## config.mk

```make
export PLATFORM = sky130hd
export DESIGN_NAME = riscv_dtm_dmi_ctrl
export DESIGN_NICKNAME = d
export VERILOG_FILES = /design/src/rtl/riscv_dtm_dmi_ctrl.sv
export SDC_FILE = /design/constraint.sdc
export NUM_CORES = 1
export LEC_CHECK = 0
export ABC_CLOCK_PERIOD_IN_PS = 3830
export CORE_MARGIN = 2
export CORE_UTILIZATION = 39
export CTS_CLUSTER_SIZE = 10
export DETAILED_ROUTE_END_ITERATION = 6
export GPL_TIMING_DRIVEN = 0
export PLACE_DENSITY = 0.92
export SLEW_MARGIN = 10
export SYNTH_ARGS = -nofsm -noshare
export SYNTH_HDL_FRONTEND = slang
export SYNTH_SLANG_ARGS = --single-unit
```

## constraint.sdc

```tcl
create_clock -name tck_i -period 3.83 [get_ports tck_i]
set_input_delay 0.766 -clock tck_i [delete_from_list [all_inputs] [get_ports tck_i]]
set_output_delay 0.766 -clock tck_i [all_outputs]
set_load 0.1 [all_outputs]
```

## src/rtl/riscv_dtm_dmi_ctrl.sv

```systemverilog
// DTM dmi/dtmcs transaction controller: one request in flight, sticky dmistat, busy marking, dmireset/dtmhardreset.
// Request issues 1 cycle after Update-DR; optional response timeout when DTM_DMI_TIMEOUT_EN is defined.
module riscv_dtm_dmi_ctrl #(
    parameter  int ABITS          = 7,
    parameter  int DATA_WIDTH     = 32,
    parameter  int IDLE_CYCLES    = 1,
    parameter  int TIMEOUT_CYCLES = 1024,
    localparam int DMI_W          = ABITS + DATA_WIDTH + 2
) (
    input  logic                  tck_i,
    input  logic                  trst_i,
    input  logic                  dmi_update_i,
    input  logic                  dmi_capture_i,
    input  logic [DMI_W-1:0]      dmi_wdata_i,
    output logic [DMI_W-1:0]      dmi_rdata_o,
    input  logic                  dtmcs_update_i,
    input  logic [31:0]           dtmcs_wdata_i,
    output logic [31:0]           dtmcs_rdata_o,
    output logic                  req_valid_o,
    input  logic                  req_ready_i,
    output logic [ABITS-1:0]      req_addr_o,
    output logic [DATA_WIDTH-1:0] req_data_o,
    output logic [1:0]            req_op_o,
    input  logic                  resp_valid_i,
    output logic                  resp_ready_o,
    input  logic [DATA_WIDTH-1:0] resp_data_i,
    input  logic [1:0]            resp_op_i
);

    typedef enum logic [1:0] {S_IDLE, S_REQ, S_RESP} state_t;

    state_t                r_state;
    state_t                w_state_nxt;
    logic [1:0]            r_dmistat;
    logic [ABITS-1:0]      r_last_addr;
    logic [DATA_WIDTH-1:0] r_last_data;

    logic       w_hardreset;
    logic       w_dmireset;
    logic       w_dmi_upd;
    logic [1:0] w_wop;
    logic       w_start;
    logic       w_resp_done;
    logic       w_busy;
    logic       w_timeout;
    logic       w_unused_dtmcs;

    assign w_hardreset    = dtmcs_update_i & dtmcs_wdata_i[17];
    assign w_dmireset     = dtmcs_update_i & dtmcs_wdata_i[16];
    assign w_unused_dtmcs = &{1'b0, dtmcs_wdata_i[31:18], dtmcs_wdata_i[15:0]};
    // A dtmcs write in the same cycle swallows the dmi update entirely
    assign w_dmi_upd   = dmi_update_i & ~dtmcs_update_i;
    assign w_wop       = dmi_wdata_i[1:0];
    assign w_start     = (r_state == S_IDLE) & w_dmi_upd & (r_dmistat == 2'd0) &
                         ((w_wop == 2'd1) | (w_wop == 2'd2));
    assign w_resp_done = (r_state == S_RESP) & resp_valid_i & ~w_hardreset;
    assign w_busy      = (r_state != S_IDLE) & (w_dmi_upd | dmi_capture_i);

`ifdef DTM_DMI_TIMEOUT_EN
    localparam int CW = $clog2(TIMEOUT_CYCLES + 1);
    logic [CW-1:0] r_to_cnt;

    always_ff @(posedge tck_i or posedge trst_i) begin
        if (trst_i) begin
            r_to_cnt <= '0;
        end else if (w_start) begin
            r_to_cnt <= '0;
        end else if (r_state != S_IDLE) begin
            r_to_cnt <= r_to_cnt + CW'(1);
        end
    end

    assign w_timeout = (r_state != S_IDLE) & (r_to_cnt == CW'(TIMEOUT_CYCLES - 1)) & ~w_resp_done;
`else
    assign w_timeout = 1'b0;
`endif

    always_ff @(posedge tck_i or posedge trst_i) begin
        if (trst_i) begin
            r_state <= S_IDLE;
        end else begin
            r_state <= w_state_nxt;
        end
    end

    always_comb begin
        w_state_nxt = r_state;
        case (r_state)
            S_IDLE:  if (w_start)      w_state_nxt = S_REQ;
            S_REQ:   if (req_ready_i)  w_state_nxt = S_RESP;
            S_RESP:  if (resp_valid_i) w_state_nxt = S_IDLE;
            default:                   w_state_nxt = S_IDLE;
        endcase
        if (w_timeout || w_hardreset) begin
            w_state_nxt = S_IDLE;
        end
    end

    // Resolution: resets first, then response status, then timeout, then busy marking
    always_ff @(posedge tck_i or posedge trst_i) begin
        if (trst_i) begin
            r_dmistat <= 2'd0;
        end else if (w_hardreset || w_dmireset) begin
            r_dmistat <= 2'd0;
        end else if (w_resp_done) begin
            if (r_dmistat == 2'd0) r_dmistat <= resp_op_i;
        end else if (w_timeout) begin
            if (r_dmistat == 2'd0) r_dmistat <= 2'd2;
        end else if (w_busy) begin
            r_dmistat <= 2'd3;
        end
    end

    always_ff @(posedge tck_i or posedge trst_i) begin
        if (trst_i) begin
            req_addr_o  <= '0;
            req_data_o  <= '0;
            req_op_o    <= 2'd0;
            r_last_addr <= '0;
            r_last_data <= '0;
        end else begin
            if (w_start) begin
                req_addr_o  <= dmi_wdata_i[DMI_W-1 -: ABITS];
                req_data_o  <= dmi_wdata_i[2 +: DATA_WIDTH];
                req_op_o    <= w_wop;
                r_last_addr <= dmi_wdata_i[DMI_W-1 -: ABITS];
            end
            if (w_resp_done) begin
                r_last_data <= resp_data_i;
            end
        end
    end

    assign req_valid_o   = (r_state == S_REQ);
    assign resp_ready_o  = (r_state != S_REQ);
    assign dmi_rdata_o   = {r_last_addr, r_last_data, (r_state != S_IDLE) ? 2'd3 : r_dmistat};
    assign dtmcs_rdata_o = {17'd0, 3'(IDLE_CYCLES), r_dmistat, 6'(ABITS), 4'd1};

endmodule

```

==> flow_summary.ini, run 1 <==
[placed_design]
dp_hpwl_microns = 6340
place_area_sq_um = 5410
io_buffers = 169
gp_congestion = 0.738

[synth]
synth_cells = 231
synth.area.top_cells = dfrtp_1, mux2_4, mux2_2
yosysSeqAreaShare_pct = 55.8
synth-seq-cells = 77
yosys.cell_types.count = 29
yosysTopAreaCellShare_pct = 55.8
synth_area_leader_cell = dfrtp_1
synth_area_sq_um = 3460
syn_area_per_cell_sq_um = 15.0
ys_warn_count = 0

[floorplan]
die_x_microns = 98.1
core_sq_um = 8640
ios = 230
initial_core_util_pct = 40.0
die_h_microns = 98.1
placementRows = 34
dieArea_sq_um = 9630

[clocking]
cts_made_buffers = 9
cts_resized = 0
clockBufferDepth = 2
cts_tree = built
clockRootBuffer = clkbuf_8
worstSkewPairLatency_ns = 0.33
cts_setup_buffers = 0
cts_sinks = 77
hold_buffers = 0
cts-htree-levels = 3
path_clk_slew_ns = 0.08

[drt]
wl_per_cell_microns = 14.7
drc_errors = 0
wirelength_microns = 8100
antenna_left = 0
drtPass1Iterations = 3
drt_iter0_markers = 15
via_per_inst = 4.40
vias = 2434

[final_layout]
syn_to_final_growth_pct = 63.7
layout.nets = 554
final_layout_size_suffix_gt1_share_pct = 30.8
diodes = 0
stdcell_area_sq_um = 5660

[timing]
finalMaxSlewViolations = 0
min_period_ns = 3.03
clock-skew-final_ns = 0.0108
finalHoldViolCount = 0
setup_viol = 0
grt_setup_unrepaired = false
tightest_slew_ns = 1.02
period_share_pct = 79.2
slew_headroom_pct = 31.8
max_freq_mhz = 329

[grt]
grt_use_total_pct = 16.9
grt_pass1_wl_microns = 13100
antenna_found_initial = 0
overflow = 0
grt_max_degree = 46
grt_pass1_vias = 2634

[worst_setup_path]
critPathLaunch = r_state[0]
reg2reg_depth = 5
critical_path_class = register to primary output
critPathRequiredTime_ns = 3.06
cp_max_fo = 7
startpoint_type = register
crit_path_end_kind = primary output
r2r-start = r_state[0]
worstPathArrival_ns = 2.27

[worst_hold_path]
worstHoldStart = req_op_o[0]
hold_path.class = register to register
hold_depth = 1

[status]
status = finished, final reports clean

[run]
max_cap_viol_count = 0
==> stage by stage <==
step	cells	TNS (ns)	utilization [%]	worst slack [ns]	hold slack (ns)
after floorplan	259	0	-	0.349	0.575
after global placement	536	-0.984	62.4	-0.0177	0.485
after detailed placement	537	0	62.6	1.03	0.490
after CTS	553	0	65.5	0.771	0.509
after global routing	553	0	65.5	0.695	0.523
final	553	0	65.5	0.795	0.504
==> flip-flops by register name, indices dropped and copies added (netlist names) <==
signal,cells
req_op_o,2
r_last_data,32
r_state,2
req_data_o,32
r_dmistat,2
r_last_addr,7
==> worst max-delay path, stage by stage (launching register included) <==
cell and delay (ns):
dfrtp_1 0.44, inv_1 0.08, nor2_1 0.23, clkdlybuf4s50_1 1.18
==> layer usage <==
metal	GRT usage (%)	wire length, microns
met2	28.9	4020
met1	20.5	3250
met3	5.15	729
met4	5.58	106
met5	0	0
==> synthesized netlist by cell type (all sizes together) <==
master / number
dfrtp: 77
mux2: 71
buf: 45
nand2: 4
nor2: 4
o21ai: 4
inv: 3
a21oi: 2
a22o: 2
and2: 2
conb: 2
o21a: 2
o22ai: 2
or2: 2
or3: 2
a211oi: 1
nand3b: 1
nor2b: 1
nor3b: 1
nor4b: 1
o211a: 1
o221ai: 1
==> cells in the final DEF (no fill, tap or decap) <==
| master | count |
|---|---|
| o21ai_2 | 1 |
| a22o_1 | 2 |
| dfrtp_1 | 77 |
| o221ai_1 | 1 |
| nand2_1 | 4 |
| a21oi_1 | 2 |
| o21a_1 | 2 |
| buf_6 | 4 |
| mux2_2 | 32 |
| inv_1 | 2 |
| o21ai_0 | 3 |
| clkdlybuf4s50_1 | 169 |
| buf_1 | 1 |
| inv_6 | 1 |
| and2_0 | 1 |
| clkbuf_1 | 1 |
| conb_1 | 30 |
| inv_4 | 1 |
| buf_12 | 1 |
| nor3b_1 | 1 |
| and2_1 | 1 |
| buf_2 | 3 |
| or3_4 | 1 |
| o22ai_1 | 2 |
| clkbuf_8 | 10 |
| nor2b_1 | 1 |
| clkinvlp_4 | 1 |
| bufinv_16 | 3 |
| a211oi_1 | 1 |
| buf_4 | 37 |
| or2_2 | 2 |
| mux2_4 | 39 |
| nand3b_1 | 1 |
| nor4b_4 | 1 |
| nor2_1 | 4 |
| o211a_1 | 1 |
| or3_1 | 1 |
==> layout make-up <==
class	count	area (sq um)
fillers	626	2980
flip-flops and latches	77	1930
repair buffers	170	1710
multi-input cells	134	1280
plain buffers	45	342
clock buffers	11	141
well taps	108	135
clock inverters	5	106
inverters	3	13.8
==> path summary, 6_finish.rpt <==
| check | to | slack, ns |
|---|---|---|
| worst max-delay path | req_valid_o | 0.80 |
| worst min-delay path | req_op_o[0] | 0.50 |
| worst max register to register | req_data_o[14] | 1.78 |
| worst min register to register | req_op_o[0] | 0.50 |
| max in group asynchronous | req_data_o[16] | 2.47 |
| min in group asynchronous | r_last_data[16] | 0.78 |
==> logic make-up (layout without fill, tap and decap cells) <==
group	Yosys count	in the layout	synth area share [%]
muxes	71	71	27.4
other	2	30	0.217
AOI/OAI and AO/OA	15	15	3.04
buffers and inverters	48	234	10.2
and+or+nand+nor	18	18	3.40
DFF	77	77	55.8
Power of run 1 is left out: the tool's default activity adds up to more than one toggle a clock period on the data nets, which glitch-free logic cannot reach.
==> inputs of run 2 (changes only) <==
--- a/config.mk
+++ b/config.mk
@@ -5,13 +5,13 @@
 export SDC_FILE = /design/constraint.sdc
 export NUM_CORES = 1
 export LEC_CHECK = 0
-export ABC_CLOCK_PERIOD_IN_PS = 3830
+export ABC_CLOCK_PERIOD_IN_PS = 3100
 export CORE_MARGIN = 2
-export CORE_UTILIZATION = 39
+export CORE_UTILIZATION = 36
 export CTS_CLUSTER_SIZE = 10
 export DETAILED_ROUTE_END_ITERATION = 6
 export GPL_TIMING_DRIVEN = 0
-export PLACE_DENSITY = 0.92
+export PLACE_DENSITY = 0.86
 export SLEW_MARGIN = 10
 export SYNTH_ARGS = -nofsm -noshare
 export SYNTH_HDL_FRONTEND = slang
==> constraint.sdc (replaced) <==
create_clock -name tck_i -period 3.1 [get_ports tck_i]
set_input_delay 0.62 -clock tck_i [delete_from_list [all_inputs] [get_ports tck_i]]
set_output_delay 0.62 -clock tck_i [all_outputs]
set_load 0.1 [all_outputs]
==> flow_summary.ini, run 2 (synthesized netlist as in run 1, its figures left out) <==
[drt]
met2WireLength_microns = 3990
drtPass1Iterations = 4
vias = 2488
drt_iter0_markers = 57
wl_per_cell_microns = 14.6
drc_errors = 0
highest_layer = met4
wl_met3_microns = 841
via_per_inst = 4.33
wirelength_microns = 8410
wl_met1_microns = 3380
antenna_left = 0

[worst_setup_path]
crit_path_end_kind = primary output
path_buf_inv = 1
critPathRequiredTime_ns = 2.48
critical_path_class = register to primary output
cp_max_fo = 7
r2r_slack_ns = 1.10
worstPathArrival_ns = 2.20
startpoint_type = register
slowest_stage = clkdlybuf4s50_1
path_cells = or3_4 -> clkdlybuf4s50_1
slowest_delay_ns = 1.00
critPathLaunch = r_state[0]
crit_family = buffers and inverters
r2r-start = r_state[0]

[floorplan]
die_h_microns = 102
dieArea_sq_um = 10400
initial_core_util_pct = 37.2
die_x_microns = 102
placementRows = 35
core_sq_um = 9280
ios = 230

[timing]
max_freq_mhz = 355
setup_viol = 0
finalMaxSlewViolations = 0
min_period_ns = 2.82
grt_setup_unrepaired = false
hold_slack_ns = 0.505
slew_headroom_pct = 31.8
period_share_pct = 91.0
finalHoldViolCount = 0
tightest_slew_ns = 1.02
clock-skew-final_ns = 0.0120

[final_layout]
stdcell_area_sq_um = 5680
syn_to_final_growth_pct = 64.3
diodes = 0
nFillCells = 725
layout_commonest_cell = clkdlybuf4s50_1
seqCellArea_sq_um = 1930
final_util_pct = 61.2
layout.nets = 554
fin_cells = 574
final_cell_mix = clkdlybuf4s50_1, dfrtp_1, mux2_4
multiInputGateArea_sq_um = 1280
final_layout_size_suffix_gt1_share_pct = 31.2
top_regs = r_last_data (32), req_data_o (32), r_last_addr (7)

[grt]
grt_pass1_wl_microns = 12600
overflow = 0
grt_pass1_vias = 2488
grt_max_degree = 49
grt_use_total_pct = 15.9
antenna_found_initial = 0

[status]
status = finished, final reports clean

[worst_hold_path]
hold_path.class = register to register
worstHoldStart = r_last_data[29]

[clocking]
path_clk_slew_ns = 0.07
cts_setup_buffers = 0
worstSkewPairLatency_ns = 0.35
cts-htree-levels = 3
clockRootBuffer = clkbuf_8
clockBufferDepth = 2
cts_made_buffers = 9
cts_resized = 0
hold_buffers = 0
cts_tree = built
cts_sinks = 77

[run]
max_cap_viol_count = 0

[placed_design]
gp_congestion = 0.742
placed_cells_incl_taps = 558
io_buffers = 169
dp_hpwl_microns = 6580
place_area_sq_um = 5450
## run 2: cell types whose count changed in the layout (fill, tap and decap cells not counted), sizes merged
cell	previous run	this run
clkinv	0	1
bufinv	3	2
## run 2: routing by layer
metal,vias up,track usage [%]
li1,1143,-
met1,1184,18.8
met2,143,26.6
met3,18,4.99
met4,0,7.08
met5,-,0
## run 2: worst reg2reg max path, stage by stage (launching register included)
cell and delay (ns):
dfrtp_1 0.43, or3_4 0.43, nor4b_4 0.34, o21ai_2 0.19, buf_6 0.20, mux2_4 0.30
## run 2: cell type report
cell class / count / share of cell area, %
buffer: 45 / 6.01
clock buffer: 11 / 2.67
clock inverter: 5 / 1.43
inverter: 3 / 0.242
multi-input combinational: 134 / 22.6
sequential: 77 / 33.9
tap: 129 / 2.84
timing repair buffer: 170 / 30.3
## run 2: worst paths after layout
check,end,cells after the start
min reg2reg,r_last_data[29],1
min,r_last_data[29],1
max in group asynchronous,r_last_data[4],3
max reg2reg,req_data_o[5],5
max,dmi_rdata_o[0],2
min in group asynchronous,r_last_addr[6],2
## run 2: through the flow
| stage | setup slack [ns] | setup TNS, ns |
|---|---|---|
| finish | 0.280 | 0 |
| floorplan | 0.447 | 0 |
| global placement | -0.661 | -50.53 |
| detailed placement | 0.414 | 0 |
| CTS | 0.237 | 0 |
| global route | 0.135 | 0 |
Power of run 2 is left out for the same reason.
==> inputs of run 3 (changes only) <==
--- a/config.mk
+++ b/config.mk
@@ -6,7 +6,6 @@
 export NUM_CORES = 1
 export LEC_CHECK = 0
 export ABC_CLOCK_PERIOD_IN_PS = 3100
-export CORE_MARGIN = 2
 export CORE_UTILIZATION = 36
 export CTS_CLUSTER_SIZE = 10
 export DETAILED_ROUTE_END_ITERATION = 6
==> flow_summary.ini, run 3 (synthesized netlist as in run 1, its figures left out) <==
[timing]
slew_headroom_pct = 33.0
finalHoldViolCount = 0
min_period_ns = 2.84
grt_setup_unrepaired = false
finalMaxSlewViolations = 0
max_freq_mhz = 352
tightest_slew_ns = 1.00
setup_viol = 0
setup_ws_ns = 0.256
clock-skew-final_ns = 0.0178
period_share_pct = 91.7

[worst_setup_path]
slowest_delay_ns = 1.17
reg2reg_depth = 5
r2r_slack_ns = 1.08
cp_max_fo = 7
crit_family = buffers and inverters
rr_endpoint = req_data_o[0]
critPathRequiredTime_ns = 2.48
path_cells = inv_1 -> nor2_2 -> clkdlybuf4s50_1
worstPathArrival_ns = 2.22
critical_path_class = register to primary output
crit_path_end_kind = primary output
path_buf_inv = 2
startpoint_type = register
slowest_stage = clkdlybuf4s50_1
r2r-start = r_state[0]

[clocking]
clockBufferDepth = 2
cts_setup_buffers = 0
cts_tree = built
cts_resized = 0
path_clk_slew_ns = 0.08
worstSkewPairLatency_ns = 0.34
hold_buffers = 0
clockRootBuffer = clkbuf_8
cts-htree-levels = 3
cts_sinks = 77
cts_made_buffers = 9

[placed_design]
gp_congestion = 0.733
place_ws_ns = 0.400
placed_cells_incl_taps = 558
io_buffers = 169
dp_hpwl_microns = 6460

[drt]
drc_errors = 0
antenna_left = 0
drt_iter0_markers = 15
via_per_inst = 4.24
vias = 2434
drtPass1Iterations = 4
wirelength_microns = 8160
wl_per_cell_microns = 14.2

[final_layout]
final_layout_size_suffix_gt1_share_pct = 31.2
final_cell_mix = clkdlybuf4s50_1, dfrtp_1, mux2_4
layout.nets = 554
nFillCells = 729
fin_cells = 574
multiInputGateArea_sq_um = 1280
diodes = 0
seqCellArea_sq_um = 1930
top_regs = r_last_data (32), req_data_o (32), r_last_addr (7)
layout_commonest_cell = clkdlybuf4s50_1
syn_to_final_growth_pct = 64.3

[grt]
overflow = 0
antenna_found_initial = 0
grt_max_degree = 47
grt_pass1_wl_microns = 12700
grt_pass1_vias = 2571
grt_use_total_pct = 16.6

[worst_hold_path]
whs_endpoint = r_last_data[21]
worstHoldStart = r_last_data[21]
hold_depth = 1
hold_path.class = register to register

[floorplan]
dieArea_sq_um = 10000
die_x_microns = 100
placementRows = 35
die_h_microns = 100
ios = 230
initial_core_util_pct = 37.2
core_sq_um = 9280

[run]
max_cap_viol_count = 0

[status]
status = finished, final reports clean
run 3: cell count changes in the layout (fill, tap and decap cells not counted), sizes merged:
cell / delta
clkbuf: -1
inv: +1
run 3: final cells by class:
class                           instances  area share, %
Inverter                                3          0.242
Tap cell                              129           2.84
Clock buffer                           10           2.42
Buffer                                 45           6.02
Sequential cell                        77           33.9
Multi-Input combinational cell        134           22.6
Clock inverter                          6           1.63
Timing Repair Buffer                  170           30.3
run 3: metal layers:
metal | share of wire [%] | track usage (%) | vias up | wire, microns
met5 | 0 | 0 | - | 0
li1 | - | - | 1148 | -
met4 | 0.72 | 4.79 | 0 | 59
met1 | 41 | 19.2 | 1154 | 3330
met3 | 8.8 | 4.94 | 5 | 719
met2 | 50 | 29.8 | 127 | 4050
run 3: worst max-delay path by stage:
stage	start	endpoint	slack (ns)	depth (start not counted)
after detailed placement	dtmcs_update_i	r_last_data[1]	0.40	6
final	r_state[0]	req_valid_o	0.26	3
after floorplan	r_state[0]	resp_ready_o	0.45	3
after CTS	r_state[0]	req_valid_o	0.24	3
after global placement	trst_i	r_last_data[24]	-0.66	2
after global routing	r_state[0]	req_valid_o	0.18	3
run 3: worst reg2reg max path, cell delays in order, from the launching register on:
cell,delay [ns]
dfrtp_1,0.44
or3_4,0.43
nor4b_4,0.34
o21ai_2,0.20
buf_6,0.20
mux2_4,0.30
run 3: through the flow:
step	utilization, %	area (sq um)	hold slack [ns]	setup TNS, ns
finish	61.1	5680	0.508	0
global route	61.1	5680	0.518	0
CTS	61.1	5680	0.511	0
detailed placement	58.7	5450	0.491	0
global placement	58.3	5420	0.486	-50.69
floorplan	-	3560	0.592	0
Power of run 3 is left out for the same reason.
==> edit 1 (flow settings as in run 2) <==
The parameter `DATA_WIDTH` goes from 32 to 16.
--- a/src/rtl/riscv_dtm_dmi_ctrl.sv
+++ b/src/rtl/riscv_dtm_dmi_ctrl.sv
@@ -3,5 +3,5 @@
 module riscv_dtm_dmi_ctrl #(
     parameter  int ABITS          = 7,
-    parameter  int DATA_WIDTH     = 32,
+    parameter  int DATA_WIDTH     = 16,
     parameter  int IDLE_CYCLES    = 1,
     parameter  int TIMEOUT_CYCLES = 1024,
Interface: changed (resized dmi_rdata_o, dmi_wdata_i, req_data_o and resp_data_i); port bits go from 230 to 166. No check against the original RTL was run, so the function may have changed too.
==> edit 1 against run 2 <==
Wire length fell by 40%; area after synthesis fell by 34%; sequential cell count fell by 32; non-clock buffer count fell by 67; setup slack got worse by 0.022 ns; cell area fell by 36%; utilization fell by 0.73 points; largest cell class unchanged; highest routed layer unchanged.
Power is not shown: default switching activity piles up to over one toggle a cycle in this logic, so the estimate is an artifact.
==> edit 1: results (changes against run 2) <==
| Metric | Value |
|---|---|
| Status | completed |
| Ranking of synthesized cells by area | dfrtp_1 49%, mux2_4 19%, buf_4 12%, mux2_2 4.9%, buf_6 2.0% |
| Fillers | 500 (-31%) |
| Count of cell types in the netlist | 32 (+10%) |
| Global Route Usage Sum | 0.144 (-0.0144) |
| Arr. time, crit path | 2.22 ns (+0.02 ns) |
| Placed Area | 3550 um^2 (-35%) |
| First-pass GRT wire length | 8.14 mm (-36%) |
| Worst reg2reg setup slack | 1.42 ns (+0.32 ns) |
| Iteration-0 DRC Markers | 22 (-61%) |
| GRT met1 Usage | 0.171 (-0.0168) |
| Met3 usage | 0.0445 (-0.00542) |
| Largest net degree at the start of global routing | 28 (-43%) |
| Vias per cell | 4.33 (-0.17%) |
| Final wirelength | 5.06 mm (-40%) |
| Nets | 388 (-30%) |
| Num CTS Buffers | 5 (-4) |
| Worst Path Max Fanout | 9 (+2) |
| Routability Congestion | 0.743 (+0.16%) |
| IO Port Bufs | 105 (-38%) |
| Clock-pin slew on the worst setup and hold paths | 0.08 ns |
| Met2 Resource Use GR | 0.255 (-0.0109) |
| Max incr delay on CP | 1.17 ns (+0.17 ns) |
| Hold Crit Start | r_last_data[15] |
| Clk_lat worst skew | 0.29 ns (-0.06 ns) |
| First-pass iteration count of the detailed router | 4 (unchanged) |
| CTS max path bufs | 2 (unchanged) |
| Sequential area share after synthesis | 0.494 (-0.0636) |
| R2R depth | 4 (-1) |
| Worst hold slack | 0.511 ns (+0.00599 ns) |
| H-tree Lvls | 2 (-1) |
| Top flop regs | r_last_data (16), req_data_o (16), r_last_addr (7) |
| Final HPWL DP | 4.11 mm (-38%) |
| Hold EP | r_last_data[15] |
| RR Endpoint | req_data_o[12] |
| Measured slew at the worst slew-check pin | 1.00 ns (-0.0158 ns) |
| Number of global-route vias before repair | 1657 (-33%) |
-- edit 1: metrics by stage --
step | instances | util | setup slack (ns)
3_3_place_gp | 373 | 0.586 | 0.491
6_report | 382 | 0.604 | 0.258
2_1_floorplan | 193 | - | 0.398
4_1_cts | 382 | 0.604 | 0.257
5_1_grt | 382 | 0.604 | 0.168
3_5_place_dp | 374 | 0.589 | 0.614
-- edit 1: worst max-delay path by stage --
stage | start | endpoint | slack [ns] | depth (start not counted)
floorplan | r_state[1] | resp_ready_o | 0.40 | 3
global route | r_state[0] | req_valid_o | 0.17 | 2
CTS | r_state[0] | req_valid_o | 0.26 | 2
global placement | trst_i | r_dmistat[0] | 0.49 | 2
finish | r_state[0] | req_valid_o | 0.26 | 2
detailed placement | r_state[0] | req_valid_o | 0.61 | 2
-- edit 1: metal layers --
metal	vias up	share of wire
met4	0	0.0061
met5	-	0
met2	88	0.51
li1	778	-
met1	783	0.41
met3	4	0.077
-- edit 1: cell families after synthesis --
group	Yosys count	synth area share
flip-flops	45	0.494
AO/OA/AOI/OAI	14	0.0439
other	2	0.00329
buffers and inverters	45	0.155
AND/OR/NAND/NOR	19	0.0593
multiplexers	39	0.240
XOR/XNOR	1	0.00384
-- edit 1: layout make-up --
class | count | share of cell area
tap | 75 | 0.0258
multi-input combinational | 103 | 0.249
sequential | 45 | 0.309
inverter | 3 | 0.00309
clock inverter | 3 | 0.00584
clock buffer | 5 | 0.0189
buffer | 42 | 0.0941
timing repair buffer | 106 | 0.294
==> edit 2 (settings of run 2) <==
Without the edit above. Encoding of `state_t`: now one-hot (3 bits for 3 states).
--- a/src/rtl/riscv_dtm_dmi_ctrl.sv
+++ b/src/rtl/riscv_dtm_dmi_ctrl.sv
@@ -28,5 +28,5 @@
 );
 
-    typedef enum logic [1:0] {S_IDLE, S_REQ, S_RESP} state_t;
+    typedef enum logic [2:0] {S_IDLE = 3'b001, S_REQ = 3'b010, S_RESP = 3'b100} state_t;
 
     state_t                r_state;
Formal check against the unedited RTL: same outputs for any inputs over 10 cycles, from zero or initial values and one cycle with trst_i high; not proved beyond that.
==> edit 2 against run 2 <==
Non-clock buffer count unchanged; final cell count decreased by 0.35%; first-iteration DRC count decreased by 86%; setup slack got worse by 0.085 ns; utilization decreased by 0.23 points; sequential share of layout area increased by 0.59 points; cell area decreased by 0.37%; sequential cell count increased by 1; wire length increased by 2.0%; area after synthesis increased by 0.51%; largest cell class unchanged; highest routed layer unchanged.
==> edit 2: results (changes against run 2) <==
| Metric | Value |
|---|---|
| Status | completed |
| Clk_lat worst skew | 0.35 ns (about the same) |
| Arr. time, crit path | 2.28 ns (+0.08 ns) |
| Routability Congestion | 0.800 (+7.8%) |
| Top_reg_cell synth | dfrtp_1 |
| Mapped Cells | 229 (-0.87%) |
| Fillers | 744 (+2.6%) |
| Asr flop ratio synth | 1.00 (unchanged) |
| DP Cell Count | 556 (-0.36%) |
| Vias | 2440 (-1.9%) |
| Worst min path class | flop to flop |
| Hold EP | req_data_o[24] |
| First-pass iteration count of the detailed router | 3 (-1) |
| Slew margin rel. | 0.304 (-0.0140) |
| P_leak | 2.70 nW |
| Postcts setup bufs | 0 (unchanged) |
| Most instantiated cells after synthesis | 77 x dfrtp_1, 37 x buf_4, 37 x mux2_4 |
| Ranking of synthesized cells by area | dfrtp_1 55%, mux2_4 16%, mux2_2 10%, buf_4 8.0%, buf_6 1.6% |
| Crit-path slowest cell | dlygate4sd2_1 |
| Layout cells sized above 1 | 0.300 (-0.0121) |
| Hold Crit Start | req_data_o[24] |
| Clock-pin slew on the worst setup and hold paths | 0.09 ns (+0.02 ns) |
| Worst Path Max Fanout | 5 (-2) |
| Fin cells | 572 (-0.35%) |
| Synthesis Warnings | 0 (unchanged) |
| # diodes | 0 (unchanged) |
| Worst hold slack | 0.509 ns (+0.00382 ns) |
| H-tree Lvls | 3 (unchanged) |
| Global Route Usage Sum | 0.166 (+0.00685) |
| Worst reg2reg setup slack | 0.77 ns (-0.33 ns) |
| First-pass GRT wire length | 13.2 mm (+4.8%) |
| Max incr delay on CP | 0.60 ns (-0.40 ns) |
| Placed Area | 5460 um^2 (+0.18%) |
| Delay-heaviest family, CP | simple AND/OR/NAND/NOR gates |
| Top flop regs | r_last_data (32), req_data_o (32), r_last_addr (7) |
| Iteration-0 DRC Markers | 8 (-86%) |
| Largest net degree at the start of global routing | 42 (-14%) |
| Final wirelength | 8.58 mm (+2.0%) |
| IO Port Bufs | 169 (unchanged) |
| RR Endpoint | req_data_o[21] |
| Final core utilization | 0.609 (-0.00229) |
| Number of global-route vias before repair | 2626 (+5.5%) |
| CP Launch Point | r_state[0] |
| Num CTS Buffers | 9 (unchanged) |
| Post-Route Skew | 0.0166 ns (+0.00461 ns) |
| Final HPWL DP | 6.52 mm (-0.93%) |
| Nets | 552 (-0.36%) |
| Count of cell types in the netlist | 29 (unchanged) |
| Sequential area share after synthesis | 0.562 (+0.00475) |
-- edit 2: changes by cell type in the layout (fill, tap and decap cells not counted), moves of 2 or more --
cell,change
clkbuf_1,+5
nand2_1,-4
buf_2,-3
mux2_1,+3
nor2b_1,+3
a22o_1,-2
a41oi_1,+2
clkdlybuf4s50_1,-2
mux2_4,-2
nand2b_1,+2
nor2_1,-2
o21ai_0,-2
or4b_4,+2
-- edit 2: layer usage --
| metal | part of all wire | GRT usage | vias up |
|---|---|---|---|
| met2 | 0.48 | 0.273 | 130 |
| met3 | 0.11 | 0.0732 | 10 |
| li1 | - | - | 1139 |
| met1 | 0.39 | 0.194 | 1161 |
| met4 | 0.010 | 0.0554 | 0 |
| met5 | 0 | 0 | - |
-- edit 2: layout make-up --
class | instances | share of cell area
Sequential cell | 78 | 0.345
Inverter | 4 | 0.00310
Multi-Input combinational cell | 130 | 0.224
Clock buffer | 12 | 0.0257
Buffer | 45 | 0.0610
Clock inverter | 4 | 0.00973
Tap cell | 129 | 0.0285
Timing Repair Buffer | 170 | 0.303
-- edit 2: worst max path at each step --
| stage | endpoint |
|---|---|
| 2_1_floorplan | r_last_addr[6] |
| 3_3_place_gp | r_last_addr[3] |
| 3_5_place_dp | dmi_rdata_o[1] |
| 4_1_cts | dmi_rdata_o[0] |
| 5_1_grt | req_valid_o |
| 6_report | dmi_rdata_o[1] |
-- edit 2: through the flow --
stage	setup slack [ns]	setup TNS, ns
global placement	-0.754	-57.76
floorplan	0.229	0
global route	0.0985	0
CTS	0.0170	0
finish	0.195	0
detailed placement	0.197	0
-- edit 2: kinds of logic after synthesis --
logic type	synth area share
xor+xnor	0.00252
simple gates	0.0292
mux	0.276
other cells	0.00216
flops	0.562
buf+inv	0.104
compound gates	0.0238
-- edit 2: where the power goes --
part           internal (mW)  switching, mW  total, mW
registers               1.29          0.171       1.46
logic                   1.03           2.87       3.90
clock network          0.400          0.382      0.781
-- edit 2: what timing repair did --
item | CTS | global route
endpoints found under the hold margin | 0 | 0
resized for setup | 1 | 1
endpoints found under the setup margin | 1 | 1
